**src/rtl/demux14_buf.sv**
```systemverilog
// demux14_buf: buffered 1-to-4 demultiplexer.
// A single producer offers a DATA_W word plus a 2-bit destination index.
// Each destination owns a DEPTH-entry FIFO, so a stalled consumer only
// blocks traffic addressed to it.
//
// Ports:
//   clk, rst_n                 rising-edge clock, async active-low reset
//   sel, din, din_valid        producer side (destination, word, offer)
//   din_ready                  word accepted this cycle (destination not full)
//   dout_k, dout_valid_k       head of FIFO k (zero when empty), FIFO k non-empty
//   dout_ready_k               consumer k takes the head this cycle
module demux14_buf #(
    parameter int DATA_W = 32,
    parameter int DEPTH  = 2
) (
    input  logic              clk,
    input  logic              rst_n,
    input  logic [1:0]        sel,
    input  logic [DATA_W-1:0] din,
    input  logic              din_valid,
    output logic              din_ready,
    output logic [DATA_W-1:0] dout_0,
    output logic [DATA_W-1:0] dout_1,
    output logic [DATA_W-1:0] dout_2,
    output logic [DATA_W-1:0] dout_3,
    output logic              dout_valid_0,
    output logic              dout_valid_1,
    output logic              dout_valid_2,
    output logic              dout_valid_3,
    input  logic              dout_ready_0,
    input  logic              dout_ready_1,
    input  logic              dout_ready_2,
    input  logic              dout_ready_3
);

    localparam int PTR_W = $clog2(DEPTH);
    localparam int CNT_W = PTR_W + 1;
    localparam logic [CNT_W-1:0] FULL = CNT_W'(DEPTH);

    logic [3:0]        rdy;
    logic [3:0]        vld;
    logic [CNT_W-1:0]  cnt  [4];
    logic [DATA_W-1:0] head [4];

    assign rdy = {dout_ready_3, dout_ready_2, dout_ready_1, dout_ready_0};

    // Only the selected FIFO's registered occupancy gates acceptance; a pop
    // in the same cycle does not free a slot for the incoming word.
    assign din_ready = (cnt[sel] != FULL);

    for (genvar k = 0; k < 4; k++) begin : g_fifo
        logic [DATA_W-1:0] mem [DEPTH];
        logic [PTR_W-1:0]  rd_ptr;
        logic [PTR_W-1:0]  wr_ptr;
        logic [CNT_W-1:0]  count;
        logic              push;
        logic              pop;

        assign push = din_valid && din_ready && (sel == 2'(k));
        assign pop  = (count != '0) && rdy[k];

        // DEPTH is a power of two, so pointer wrap is the natural overflow.
        always_ff @(posedge clk or negedge rst_n) begin
            if (!rst_n) begin
                rd_ptr <= '0;
                wr_ptr <= '0;
                count  <= '0;
                for (int i = 0; i < DEPTH; i++) begin
                    mem[i] <= '0;
                end
            end else begin
                if (push) begin
                    mem[wr_ptr] <= din;
                    wr_ptr      <= wr_ptr + PTR_W'(1);
                end
                if (pop) begin
                    rd_ptr <= rd_ptr + PTR_W'(1);
                end
                if (push && !pop) begin
                    count <= count + CNT_W'(1);
                end else if (pop && !push) begin
                    count <= count - CNT_W'(1);
                end
            end
        end

        assign cnt[k]  = count;
        assign vld[k]  = (count != '0);
        assign head[k] = vld[k] ? mem[rd_ptr] : '0;
    end

    assign dout_0       = head[0];
    assign dout_1       = head[1];
    assign dout_2       = head[2];
    assign dout_3       = head[3];
    assign dout_valid_0 = vld[0];
    assign dout_valid_1 = vld[1];
    assign dout_valid_2 = vld[2];
    assign dout_valid_3 = vld[3];

endmodule

```
**config.mk**
```make
export PLATFORM = sky130hd
export DESIGN_NAME = demux14_buf
export DESIGN_NICKNAME = d
export VERILOG_FILES = /design/src/rtl/demux14_buf.sv
export SDC_FILE = /design/constraint.sdc
export NUM_CORES = 1
export LEC_CHECK = 0
export CAP_MARGIN = 20
export CORE_UTILIZATION = 25
export CTS_BUF_LIST = sky130_fd_sc_hd__clkbuf_4
export DETAILED_ROUTE_END_ITERATION = 10
export DONT_BUFFER_PORTS = 1
export SYNTH_ARGS = -nofsm -noshare
export SYNTH_HDL_FRONTEND = slang
export SYNTH_SLANG_ARGS = --single-unit
```
**constraint.sdc**
```tcl
create_clock -name clk -period 2 [get_ports clk]
set_input_delay 0.2 -clock clk [delete_from_list [all_inputs] [get_ports clk]]
set_output_delay 0.2 -clock clk [all_outputs]
set_load 0.01 [all_outputs]
```
==> impl_results.md, run 1 <==
* Clock Sinks at roughly 270
* Endpoint class of the critical path: output pin
* Syn Nets at 948
* Pwr per Cell Area at 1840 mW/mm2
* GR Layer Usage met2 at 24.2%
* IO Port Bufs at 0
* Hold WC Path Type: input port to asynchronous set/reset pin
* Post-DP HPWL at approximately 22 mm
* Detailed Route Iter0 Violations at 323
* Max-slew violations at 0
* Period minus WS final at 2.21 ns
* GR met3 Demand/Resource at 5.00%
* CP Max Fanout at 4
* Status: finished with violations
* WL/cell at 21.1 um
* Post-synthesis cell area at 0.0124 mm2
* First-pass GRT wire length at approximately 55 mm
* Place WS at 0.236 ns
* Syn Inst Count at between 900 and 1000
* Die Y-Extent at roughly 220 um
* Share of layout cells above drive strength 1 at approximately three fifths
* Leakage at around 7.3 nW
* Clk slew on worst S/H paths at ~0.07 ns
* Die X at ~220 um
* Relative slew slack at 64.1%
* Die ar. at between 0.05 and 0.06 mm2
* Total gr overflow at 0
* Met1 Usage GRT at roughly a fifth
* Drc violations at 0
* Vias at 7988
* Total GRT Usage at approximately 15%
* Failing checks: negative hold slack, negative setup slack
* CP required at ~1.8 ns
* GR peak layer: met2
* Routed wire length at approximately 38 mm
* Top cell type's share of synthesized area at between 50% and 60%
* Setup WS post-layout at -0.214 ns
* RSZ-0062 raised after global routing: yes
* Initial Util at 25.3%
* I/O pins at 174
* Total CTS buffers at 80
* Final Hold Fails at ~270
* Leading post-synthesis cells by cell area: dfrtp_1, mux2_2, mux2i_1, nor2_1, mux2_4
* Arrival @ worst endpoint at between 2 and 2.5 ns
* Synthesis-stage register bit count at around 270
* Worst setup SP type: flip-flop
* CTS H-tree depth at 3
* DRT antenna net count at 0
* Area growth, synth to finish at 36.5%
* Yosys cell types at 31
* Fin Setup TNS at -16.24 ns
* Register area share after synthesis at approximately 55%
* Detailed Routing Iterations Pass 1 at 4
* Max clock buf depth at 3
* Setup CP Type: flip-flop to output pin
* Period utilization at 111%
* Antenna violations before repair at 5
* Clock Latency Late Sink at about 0.83 ns
* Worst vdd ir at 0.972 mV
* Leading area contributor after synthesis: dfrtp_1
* Core Rows at 81
* Hold buffer count at cts at 39
* Setup violators final at 131
* CTS tree: yes
* Core area at approximately 0.05 mm2
* Fmax at around 450 MHz
* Vias per inst at ~4.4
* RePlAce Congestion at around 0.73
* Layout Nets at 1130
* Worst hold slack at -0.900 ns
* Worst-margin pin slew at 0.536 ns
* Maxcap violations at 0
* Filler Cell Count at 4775
* Clock root buffer: clkbuf_4
* Yosys warns at 0
* Mean Syn Cell Area at between 10 and 15 um2
* Clk_skew at 0.0795 ns
* Largest net degree at the start of global routing at approximately 270
* Vias in the first global route at 8421
## synth_stat cells (all sizes together)
master,n
xnor2,8
nor3b,1
mux2i,128
mux4,1
clkbuf,17
nand4b,2
buf,39
nand4,2
nand2b,4
nand2,5
inv,4
or4,1
nor2,138
xor2,12
nor2b,2
nor4b,2
ha,4
dfrtp,272
nor3,1
and4,1
and3,2
and2b,1
mux2,256
## stage by stage
stage / cells / cell area [um2] / total power [W] / util (%)
finish: 1805 / 16900 / 0.0311 / 34.5
global route: 1803 / 16900 / 0.0330 / 34.5
CTS: 1769 / 16100 / 0.0294 / 32.9
detailed placement: 1554 / 13400 / 0.0203 / 27.4
global placement: 1554 / 13400 / 0.0200 / 27.4
floorplan: 903 / 12400 / 0.0171 / -
## cell type report
class / count / area (um2) / share of cell area, %
sequential: 272 / 6830 / 40.5
timing repair buffer: 156 / 2010 / 11.9
tap: 664 / 831 / 4.92
multi-input combinational: 571 / 6190 / 36.7
antenna: 7 / 17.5 / 0.104
clock buffer: 111 / 833 / 4.94
clock inverter: 20 / 146 / 0.868
inverter: 4 / 20.0 / 0.119
## placed cells by master (no fill, tap or decap), types with 2 or more instances in the layout
master         netlist  final
xnor2_1              8      8
clkbuf_4             0    111
and3_1               2      2
nand2b_4             0      4
xor2_1              12     12
dlygate4sd3_1        0     39
mux2i_4              0     20
mux2i_1            128     72
clkinv_1             0      9
bufinv_16            0      2
nor2_2               0     82
inv_1                4      2
inv_4                0      2
buf_12               3     38
dfrtp_2              0      9
ha_1                 4      4
buf_16               0      4
buf_6                1     21
nand4_1              2      2
buf_8                0      3
mux2_4              30     30
mux2_2             223    223
dfrtp_4              0      2
nor2_1             138     12
inv_2                0      2
nand2_1              4      4
nor4b_4              1      2
buf_4                3     46
dfrtp_1            272    261
mux2_1               3      3
mux2i_2              0     36
diode_2              0      7
clkbuf_16            0      5
nand4b_1             2      2
nor2_4               0     44
clkinv_2             0      4
## logic make-up after synthesis
family                   Yosys count  share of synthesized area (%)
XOR/XNOR                          20                           1.42
adder cells (fa/ha/maj)            4                          0.405
buffers and inverters             60                           2.69
flip-flops                       272                           55.0
multiplexers                     385                           34.8
AND/OR/NAND/NOR                  162                           5.67
## worst max-delay path: stages, from the launching register on
cell and delay, ns:
dfrtp_2 0.43, buf_12 0.14, buf_6 0.12, mux2i_2 0.14, nor2_2 0.19, buf_4 0.17
## where the power goes
group	switching (W)	internal (W)	leakage (nW)	total (W)
registers	0.00188	0.00831	3.27	0.0102
clock network	0.00249	0.00281	0.586	0.00529
logic	0.00752	0.00811	3.45	0.0156
total	0.0119	0.0192	7.31	0.0311
## sequential cells by signal (all words and copies together) (netlist names)
register and count:
g_fifo.wr_ptr 4, g_fifo.count 8, g_fifo.rd_ptr 4, g_fifo.mem 256
## layer usage
layer | wire [um] | vias up
met3 | 2350 | 72
met2 | 18200 | 213
met4 | 877 | 0
met5 | 0 | -
li1 | - | 3586
met1 | 16800 | 4117
## what timing repair did
| item | CTS | global route |
|---|---|---|
| pin swaps | 20 | 26 |
| setup endpoints to repair | 131 | 133 |
| setup buffers | 42 | 24 |
| endpoints found under the hold margin | 544 | 272 |
| gates resized for setup | 221 | 96 |
| cloned | 4 | 5 |
## final timing paths
path	startpoint	end	slack, ns	cells past startpoint
max in group asynchronous	rst_n	g_fifo[0].mem[5]$_DFFE_PN0P_	2.54	0
min in group clk	dout_ready_2	g_fifo[2].rd_ptr$_DFFE_PN0P_	0.16	3
setup / recovery	g_fifo[0].rd_ptr$_DFFE_PN0P_	dout_0[1]	-0.21	5
hold / removal	rst_n	g_fifo[3].mem[25]$_DFFE_PN0P_	-0.90	0
setup reg to reg	g_fifo[2].count[0]$_DFFE_PN0P_	g_fifo[2].mem[54]$_DFFE_PN0P_	0.03	6
hold reg to reg	g_fifo[1].wr_ptr$_DFFE_PN0P_	g_fifo[1].wr_ptr$_DFFE_PN0P_	0.49	1
(Power assumes the default switching activity.)
==> inputs of run 2 (changes only) <==
- GPL_TIMING_DRIVEN: default -> 0
==> impl_results.md, run 2 (synthesized netlist as in run 1, its figures left out) <==
* Status: finished with violations (unchanged)
* Failing checks: negative hold slack, negative setup slack (unchanged)
* Detailed Routing Iterations Pass 1 at 4 (unchanged)
* Arrival @ worst endpoint at 1.92 ns (was 2.01 ns)
* Worst-margin pin slew at 0.628 ns (was 0.536 ns)
* Internal power at 0.0187 W (was 0.0192 W)
* Sw frac at 38.7% (was 38.2%)
* Total CTS buffers at 78 (was 80)
* CP Max Fanout at 3 (was 4)
* Setup violators final at 127 (was 131)
* Clk slew on worst S/H paths at 0.06 ns (was 0.07 ns)
* Setup WS post-layout at -0.122 ns (was -0.214 ns)
* Worst Setup SP: g_fifo[3].count[0]$_DFFE_PN0P_ (was g_fifo[0].rd_ptr$_DFFE_PN0P_)
* Largest registers: g_fifo.mem (256), g_fifo.count (8) (unchanged)
* Core Rows at 81 (unchanged)
* CP bufs+invs at 0 (was 3)
* Comb pwr share at 49.6% (was 50.2%)
* Layout Nets at 1108 (was 1130)
* Relative slew slack at 58.1% (was 64.1%)
* Worst setup SP type: flip-flop (unchanged)
* FF-to-FF path depth at 5 (was 6)
* Final Hold Fails at 272 (unchanged)
* Core area at 0.0488 mm2 (unchanged)
* Endpoint class of the critical path: output pin (unchanged)
* CTS tree: yes (unchanged)
* Most common cell after layout, fill and taps aside: dfrtp_1 (unchanged)
* R2r startpoint: g_fifo[2].count[1]$_DFFE_PN0P_ (was g_fifo[2].count[0]$_DFFE_PN0P_)
* Die X at 224 um (unchanged)
* RePlAce Congestion at 0.716 (was 0.732)
* Share of layout cells above drive strength 1 at 61.0% (was 61.6%)
* DRT antenna net count at 0 (unchanged)
* Fmax at 471 MHz (was 452 MHz)
* Switch Pwr at 0.0118 W (was 0.0119 W)
* Slowest CP cell: mux4_2 (was dfrtp_2)
* Drc violations at 0 (unchanged)
* Fin cells at 1783 (was 1805)
* Clk pwr share at 16.7% (was 17.0%)
* IO Port Bufs at 0 (unchanged)
* CP required at 1.80 ns (about the same)
* Most frequent cells in the layout: dfrtp_1, mux2_2, clkbuf_4 (unchanged)
* Max-slew violations at 0 (unchanged)
* Period minus WS final at 2.12 ns (was 2.21 ns)
* WL/cell at 21.8 um (was 21.1 um)
* Critical-path cell list: nand2b_4 -> mux4_2 (was buf_12 -> buf_6 -> mux2i_2 -> nor2_2 -> buf_4)
* First-pass GRT wire length at 55.3 mm (unchanged)
* CTS H-tree depth at 3 (unchanged)
* Antenna violations before repair at 6 (was 5)
* Total gr overflow at 0 (unchanged)
* Crit path depth at 2 (was 5)
* Pwr per Cell Area at 1830 mW/mm2 (was 1840 mW/mm2)
* Worst hold slack at -0.848 ns (was -0.900 ns)
* Largest net degree at the start of global routing at 273 (unchanged)
* Hold WC Path Type: input port to asynchronous set/reset pin (unchanged)
* Vias at 7816 (was 7988)
* Vias in the first global route at 8374 (was 8421)
* Die Y-Extent at 224 um (unchanged)
* Max reg flops at 256 (unchanged)
* Clock Latency Late Sink at 0.80 ns (was 0.83 ns)
* I/O pins at 174 (unchanged)
* Worst vdd ir at 0.837 mV (was 0.972 mV)
* Hold buffer count at cts at 40 (was 39)
* Place WS at -0.401 ns (was 0.236 ns)
* Clock root buffer: clkbuf_4 (unchanged)
* Crit-path leading delay family: multiplexers (was buffers and inverters)
* Largest stage delay, worst path at 0.54 ns (was 0.43 ns)
* Period utilization at 106% (was 111%)
* Leakage at 7.18 nW (was 7.31 nW)
* Setup CP Type: flip-flop to output pin (unchanged)
* # placed instances at 1567 (was 1554)
* Max clock buf depth at 3 (unchanged)
* Area growth, synth to finish at 34.5% (was 36.5%)
* Vias per inst at 4.38 (was 4.43)
* Worst reg-to-reg setup slack at 0.06 ns (was 0.03 ns)
* RSZ-0062 raised after global routing: yes (unchanged)
* Worst R2R End: g_fifo[2].mem[55]$_DFFE_PN0P_ (was g_fifo[2].mem[54]$_DFFE_PN0P_)
* Routed wire length at 38.9 mm (was 38.2 mm)
* Overall Power at 0.0305 W (was 0.0311 W)
* Initial Util at 25.3% (unchanged)
* Die ar. at 0.0504 mm2 (unchanged)
* Clk_skew at 0.0694 ns (was 0.0795 ns)
* Clock Sinks at 272 (unchanged)
* Maxcap violations at 0 (unchanged)
* Detailed Route Iter0 Violations at 230 (was 323)
* Setup crit end: din_ready (was dout_0[1])
* Post-DP HPWL at 24.2 mm (was 22.1 mm)
* Total GRT Usage at 15.3% (was 15.0%)
* Reg power frac at 33.7% (was 32.7%)
* Largest Register: g_fifo.mem (unchanged)
run 2: cell type report:
cell class	instances	area, um2
Fill cell	4814	32200
Clock inverter	11	46.3
Clock buffer	121	908
Buffer	52	762
Sequential cell	272	6820
Timing Repair Buffer	84	1010
Multi-Input combinational cell	571	6220
Antenna cell	4	10.0
Tap cell	664	831
Inverter	4	22.5
run 2: worst min path at each step:
stage / slack (ns) / start / cells past startpoint / endpoint
2_1_floorplan: -0.1 / rst_n / 0 / g_fifo[0].count[0]$_DFFE_PN0P_
3_3_place_gp: -0.08 / rst_n / 0 / g_fifo[2].mem[23]$_DFFE_PN0P_
3_5_place_dp: -0.09 / rst_n / 0 / g_fifo[2].mem[23]$_DFFE_PN0P_
4_1_cts: -1.01 / rst_n / 0 / g_fifo[1].mem[29]$_DFFE_PN0P_
5_1_grt: -0.98 / rst_n / 0 / g_fifo[1].mem[31]$_DFFE_PN0P_
6_report: -0.85 / rst_n / 0 / g_fifo[1].mem[29]$_DFFE_PN0P_
run 2: worst register-to-register path: cells and delay by family (launching register included):
family,cells,cell delay [ns]
flip-flops,1,0.45
buffers and inverters,2,0.33
multiplexers,1,0.31
AND/OR/NAND/NOR,2,0.68
run 2: what timing repair did:
item                       in CTS  in global routing
setup endpoints to repair     191                215
hold endpoints to repair      544                272
cloned                          5                  6
resized for setup             278                122
pin swaps                       7                 30
buffers inserted               27                  6
run 2: stage by stage:
| step | setup TNS [ns] | cell area [um2] | hold slack [ns] | util, % |
|---|---|---|---|---|
| floorplan | 0 | 12400 | -0.0956 | - |
| global placement | -21.24 | 13200 | -0.0843 | 27.0 |
| detailed placement | -23.69 | 13200 | -0.0858 | 27.0 |
| CTS | -21.41 | 15900 | -1.01 | 32.5 |
| global route | -25.21 | 16600 | -0.979 | 34.1 |
| finish | -8.19 | 16600 | -0.848 | 34.1 |
run 2: power groups by stage:
| stage | registers [W] | clock network, W | logic (W) |
|---|---|---|---|
| after CTS | 0.00999 | 0.00536 | 0.0135 |
| after floorplan | 0.00934 | 0 | 0.00772 |
| final | 0.0103 | 0.00510 | 0.0151 |
| after detailed placement | 0.00975 | 0 | 0.0103 |
| after global placement | 0.00956 | 0 | 0.0101 |
| after global routing | 0.0106 | 0.00563 | 0.0161 |
run 2: metal layers:
| layer | vias up | global-route usage, % | share of wire [%] | routed length (um) |
|---|---|---|---|---|
| li1 | 3509 | - | - | - |
| met5 | - | 0 | 0.057 | 22 |
| met2 | 201 | 24.7 | 48 | 18600 |
| met1 | 4028 | 19.1 | 43 | 16900 |
| met3 | 74 | 4.98 | 6.3 | 2450 |
| met4 | 4 | 5.27 | 2.4 | 918 |
